### config.mk
export PLATFORM = sky130hd
export DESIGN_NAME = mersenne_candidate_gen
export DESIGN_NICKNAME = d
export VERILOG_FILES = /design/src/rtl/mersenne_pkg.sv /design/src/rtl/mersenne_cand_step.sv /design/src/rtl/mersenne_candidate_gen.sv
export SDC_FILE = /design/constraint.sdc
export NUM_CORES = 1
export LEC_CHECK = 0
export ABC_AREA = 1
export ABC_CLOCK_PERIOD_IN_PS = 6410
export BUFFER_PORTS_ARGS = -buffer_cell sky130_fd_sc_hd__buf_2
export CORE_MARGIN = 2
export CORE_UTILIZATION = 35
export DETAILED_ROUTE_END_ITERATION = 10
export PLACE_DENSITY_LB_ADDON = 0.25
export SYNTH_ARGS = -nofsm -noshare
export SYNTH_HDL_FRONTEND = slang
export SYNTH_HIERARCHICAL = 1
export SYNTH_SLANG_ARGS = --single-unit
### constraint.sdc
create_clock -name sys_clk -period 6.41 [get_ports sys_clk]
set_clock_uncertainty 0.15 [all_clocks]
set_input_delay 1.923 -clock sys_clk [delete_from_list [all_inputs] [get_ports sys_clk]]
set_output_delay 1.923 -clock sys_clk [all_outputs]
set_load 0.01 [all_outputs]
### src/rtl/mersenne_pkg.sv
// Shared width default, FSM encoding and candidate filter
// for the Mersenne trial-factor search.
package mersenne_pkg;

  localparam int BITWIDTH_DEF = 32;

  typedef enum logic [2:0] {
    ST_IDLE,
    ST_STEP,
    ST_LAUNCH,
    ST_WAIT_LO,
    ST_WAIT_HI,
    ST_REPORT
  } mc_state_e;

  // Factors of 2^p-1 are +/-1 mod 8.
  function automatic logic mod8_ok(input logic [2:0] lsb);
    return (lsb == 3'b001) || (lsb == 3'b111);
  endfunction

endpackage

### src/rtl/mersenne_cand_step.sv
// Next-candidate adder: d + 2p with carry-out detection,
// plus the mod-8 filter on the current candidate.
module mersenne_cand_step
  import mersenne_pkg::*;
#(
  parameter int BITWIDTH = BITWIDTH_DEF
) (
  input  logic [BITWIDTH-1:0] d,
  input  logic [BITWIDTH-1:0] p,
  output logic [BITWIDTH-1:0] d_next,
  output logic                ovf,
  output logic                pass
);

  logic [BITWIDTH+1:0] sum;

  always_comb begin
    sum    = {2'b00, d} + {1'b0, p, 1'b0};
    d_next = sum[BITWIDTH-1:0];
    ovf    = |sum[BITWIDTH+1:BITWIDTH];
    pass   = mod8_ok(d[2:0]);
  end

endmodule

### src/rtl/mersenne_candidate_gen.sv
// Walks d = 2kp+1 for k = 1..kmax, filters mod 8 and hands
// survivors to an external factor tester until a hit.
module mersenne_candidate_gen
  import mersenne_pkg::*;
#(
  parameter int BITWIDTH = BITWIDTH_DEF
) (
  input  logic                sys_clk,
  input  logic                sys_rst_n,
  input  logic                cmd_valid,
  output logic                cmd_ready,
  input  logic [BITWIDTH-1:0] cmd_p,
  input  logic [BITWIDTH-1:0] cmd_kmax,
  output logic                tst_start,
  output logic [BITWIDTH-1:0] tst_p,
  output logic [BITWIDTH-1:0] tst_d,
  input  logic                tst_hit,
  input  logic                tst_finished,
  output logic                res_valid,
  input  logic                res_ready,
  output logic                res_found,
  output logic [BITWIDTH-1:0] res_d,
  output logic [BITWIDTH-1:0] res_k,
  output logic                busy
);

  mc_state_e           state;
  logic [BITWIDTH-1:0] p_q;
  logic [BITWIDTH-1:0] kmax_q;
  logic [BITWIDTH-1:0] k_q;
  logic [BITWIDTH-1:0] d_q;
  logic                ovf_q;

  logic [BITWIDTH-1:0] d_next;
  logic                step_ovf;
  logic                step_pass;
  logic [BITWIDTH-1:0] d_first;
  logic                bad_cmd;

  // A set MSB in p means 2p+1 itself cannot be represented.
  assign d_first = {cmd_p[BITWIDTH-2:0], 1'b1};
  assign bad_cmd = !cmd_p[0]
                || (cmd_p < BITWIDTH'(3))
                || (cmd_kmax == '0)
                || cmd_p[BITWIDTH-1];

  mersenne_cand_step #(
    .BITWIDTH(BITWIDTH)
  ) u_step (
    .d      (d_q),
    .p      (p_q),
    .d_next (d_next),
    .ovf    (step_ovf),
    .pass   (step_pass)
  );

  always_ff @(posedge sys_clk or negedge sys_rst_n) begin
    if (!sys_rst_n) begin
      state     <= ST_IDLE;
      p_q       <= '0;
      kmax_q    <= '0;
      k_q       <= '0;
      d_q       <= '0;
      ovf_q     <= 1'b0;
      cmd_ready <= 1'b1;
      busy      <= 1'b0;
      tst_start <= 1'b0;
      tst_p     <= '0;
      tst_d     <= '0;
      res_valid <= 1'b0;
      res_found <= 1'b0;
      res_d     <= '0;
      res_k     <= '0;
    end else begin
      unique case (state)
        ST_IDLE: begin
          if (cmd_valid) begin
            p_q       <= cmd_p;
            kmax_q    <= cmd_kmax;
            ovf_q     <= 1'b0;
            cmd_ready <= 1'b0;
            busy      <= 1'b1;
            res_found <= 1'b0;
            res_d     <= '0;
            res_k     <= '0;
            if (bad_cmd) begin
              k_q       <= '0;
              d_q       <= '0;
              res_valid <= 1'b1;
              state     <= ST_REPORT;
            end else begin
              k_q   <= BITWIDTH'(1);
              d_q   <= d_first;
              state <= ST_STEP;
            end
          end
        end

        ST_STEP: begin
          if (ovf_q || (k_q > kmax_q)) begin
            res_valid <= 1'b1;
            state     <= ST_REPORT;
          end else if (step_pass) begin
            tst_start <= 1'b1;
            tst_p     <= p_q;
            tst_d     <= d_q;
            state     <= ST_LAUNCH;
          end else begin
            // res_k/res_d track the last candidate finished.
            res_k <= k_q;
            res_d <= d_q;
            if (step_ovf) begin
              ovf_q <= 1'b1;
            end else begin
              k_q <= k_q + BITWIDTH'(1);
              d_q <= d_next;
            end
          end
        end

        ST_LAUNCH: begin
          tst_start <= 1'b0;
          state     <= ST_WAIT_LO;
        end

        ST_WAIT_LO: begin
          if (!tst_finished) state <= ST_WAIT_HI;
        end

        ST_WAIT_HI: begin
          if (tst_finished) begin
            if (tst_hit) begin
              res_found <= 1'b1;
              res_k     <= k_q;
              res_d     <= d_q;
              res_valid <= 1'b1;
              state     <= ST_REPORT;
            end else begin
              res_k <= k_q;
              res_d <= d_q;
              if (step_ovf) begin
                ovf_q <= 1'b1;
              end else begin
                k_q <= k_q + BITWIDTH'(1);
                d_q <= d_next;
              end
              state <= ST_STEP;
            end
          end
        end

        ST_REPORT: begin
          if (res_ready) begin
            res_valid <= 1'b0;
            cmd_ready <= 1'b1;
            busy      <= 1'b0;
            state     <= ST_IDLE;
          end
        end

        default: begin
          tst_start <= 1'b0;
          res_valid <= 1'b0;
          cmd_ready <= 1'b1;
          busy      <= 1'b0;
          state     <= ST_IDLE;
        end
      endcase
    end
  end

endmodule
==> results.toml <==
[status]
status = "complete, no violations"

[synth]
synth_cell_types = 40
ys.flop_type = "dfrtp_1"
ys_async_sr_fraction_pct = 100
synth_edf_count = 0
synth_area_per_cell_um2 = 7.21
syn-num-nets = 2328
ys_ff_latch = 265
seq_area_frac_synth_pct = 41.9
yosys_warnings = 6
synthCells = 2193
netlist_area_um2 = 15800

[floorplan]
num_rows = 77
fp.dieH_um = 217
start_util_pct = 35.6
die_w_um = 217
ioPinCount = 203
coreArea_um2 = 44400
dieArea_um2 = 46900

[place]
dp.cells = 2900
dp_slack_ps = 2230
io_buffers = 202
globalplace.congestion = 0.912
dpl-instance-area_um2 = 17200
hpwl_um = 36900

[timing]
max-slew-margin-rel_pct = 40.2
finalSetupViolations = 0
layout_min_cycle_time_ps = 3800
fmax_mhz = 263
fin_crit_sh_pct = 59.4
tns_ps = 0
rsz0062_at_grt = "false"
finalHoldViolCount = 0
fin_ws_ps = 2610
drv_slew = 0
worstMarginPinSlew_ps = 895

[finish]
drive_gt1_share_pct = 13.8
fin_area_um2 = 18400
utilization_pct = 41.4
num-nets-final = 2479
instances_no_fill = 2962
area_delta_synth_final_pct = 16.3

[clock_tree]
cts_tree = "yes"
cts_sinks = 265
cts_buffers = 34
cts.reportedPaths.clkPinSlew_ps = 60
cts_hold_buf = 0
cts_resized = 0
clkLatencyLatePin_ps = 550
clk_path_buf_depth = 3
cts_setup_buffers = 0
cts_root_buffer = "clkbuf_16"
cts_htree_levels = 2

[worst_setup_path]
crit_type = "reg -> reg"
r2r_setup_slack_ps = 2610
reg2reg_to = "res_d[4]"
crit_path_max_incr_delay_ps = 560
crit_required_ps = 6740
cp.arrival_ps = 4130
slowest_stage = "buf_4"
crit_path_end_kind = "flop"
r2r_cells = 14
worst_path_most_repeated_cell = "nand2_1"
crit_path_start_kind = "flop"
reg2reg_from = "k_q[21]"
cp_max_fo = 50
crit_chain = "ha_1 > a21oi_1 > nor2_1 > nor2_1 > nand3_1 > a21oi_1 > nand2_1 > nand2_1 > nand2_1 > nand2_4 > buf_4 > buf_4 > nand4_1 > nand2_1"

[route]
vias = 14600
ant_nets = 0
drtPass1Iterations = 6
drc = 0
wl_per_cell_um = 16.9
drt_iter0_drc = 1225
drt-total-wl_um = 50200
via_per_inst = 4.93

[power]
vdd_drop_max_mv = 0.355
power.density_nw_per_um2 = 488
leakage_nw = 9.94

[worst_hold_path]
min_from = "res_d[7]"
hold_depth = 2
whs_endpoint = "res_d[7]"
hold_class = "reg -> reg"

[flow_run]
cap_violations = 0

[global_routing]
first_global_vias = 14200
grt_max_degree = 95
grt_usage_pct = 21.4
overflow = 0
antenna_found_initial = 1
grt_pass1_wl_um = 79600
==> state kept, by name, indices dropped and copies added, names as in the netlist <==
register   cells
busy           1
cmd_ready      1
d_q           32
k_q           32
kmax_q        32
ovf_q          1
p_q           32
res_d         32
res_found      1
res_k         32
res_valid      1
state          3
tst_d         32
tst_p         32
tst_start      1
==> through the flow <==
step / hold slack (ps) / power (mW)
finish: 311 / 8.98
global route: 338 / 9.73
CTS: 318 / 9.06
detailed placement: 303 / 6.91
global placement: 300 / 6.85
floorplan: 305 / 5.68
==> Yosys cell counts (2+ instances only) <==
cell	instances	area, um^2
nand2_1	778	2920
inv_1	267	1000
dfrtp_1	264	6610
nand4_1	168	1050
nor2_1	166	623
o21ai_0	105	526
ha_1	64	801
a21oi_1	57	285
buf_2	55	275
nand3_1	46	230
o21ai_1	41	205
nor3_1	33	165
xor2_1	29	254
clkbuf_1	25	93.8
buf_4	15	113
nand2_2	11	68.8
nor4_1	11	68.8
buf_6	9	101
inv_2	8	30.0
nor2_2	6	37.5
nand3_2	5	50.1
o21bai_1	4	30.0
nor3_2	3	30.0
o21a_1	3	22.5
a21o_1	2	15.0
a21oi_2	2	17.5
or2_1	2	12.5
xnor2_1	2	17.5
==> cell type report <==
class / count / area [um^2]
Antenna cell: 1 / 2.50
Clock buffer: 41 / 938
Clock inverter: 20 / 295
Fill cell: 4690 / 26000
Inverter: 275 / 1030
Multi-Input combinational cell: 1547 / 7590
Sequential cell: 265 / 6630
Tap cell: 592 / 741
Timing Repair Buffer: 221 / 1180
==> worst max-delay path by stage <==
| stage | endpoint | startpoint | slack, ps |
|---|---|---|---|
| floorplan | d_q[26] | cmd_kmax[1] | 3260 |
| global placement | res_k[29] | tst_finished | 2290 |
| detailed placement | res_k[26] | tst_finished | 2230 |
| CTS | res_d[4] | k_q[27] | 2570 |
| global route | res_d[4] | k_q[23] | 2280 |
| finish | res_d[4] | k_q[21] | 2610 |
==> report_power, final <==
group / leakage, nW / switching (mW) / total, mW / internal, mW
Combinational: 5.85 / 2.95 / 4.21 / 1.26
Sequential: 3.50 / 0.400 / 2.66 / 2.26
Clock: 0.595 / 0.781 / 2.11 / 1.33
Total: 9.94 / 4.13 / 8.98 / 4.85
==> routing by layer <==
metal | GRT usage [%] | part of all wire [%]
met1 | 28.7 | 45
met2 | 36.4 | 48
met3 | 2.67 | 4.7
met4 | 5.91 | 2.1
met5 | 0 | 0
==> critical path: cells and delay by family (launching register included) <==
| kind | cells | cell delay [ps] |
|---|---|---|
| adders and majority gates | 1 | 320 |
| buffers and inverters | 2 | 1080 |
| AOI/OAI and AO/OA | 2 | 380 |
| DFF | 1 | 530 |
| and+or+nand+nor | 9 | 1270 |
==> placed cells by master (no fill, tap or decap), types with 2 or more instances in the layout <==
cell type / count
clkinvlp_4: 5
nor2_2: 7
a21oi_2: 2
nor4_1: 11
a21oi_1: 57
o21a_1: 3
ha_1: 64
xor2_1: 29
nand2_2: 10
inv_2: 8
o21ai_1: 41
clkbuf_16: 35
inv_6: 2
inv_1: 265
xnor2_1: 2
nand2_1: 778
nor3_1: 33
o21ai_0: 105
buf_4: 18
or2_1: 2
clkinv_2: 6
nand3_1: 46
buf_2: 201
o21bai_1: 4
a21o_1: 2
clkbuf_1: 2
clkbuf_8: 4
dfrtp_1: 264
nor3_2: 3
nor2_1: 164
nand3_4: 2
nand3_2: 4
nand4_1: 168
bufinv_16: 7
==> cells by family after synthesis <==
family / share of synthesized area, %
and+or+nand+nor: 33.7
DFF: 41.9
buffers and inverters: 10.3
xor gates and xnor gates: 1.72
adders and majority gates: 5.19
AOI/OAI and AO/OA: 7.25
Note: power is estimated with default switching activity, not from simulation.
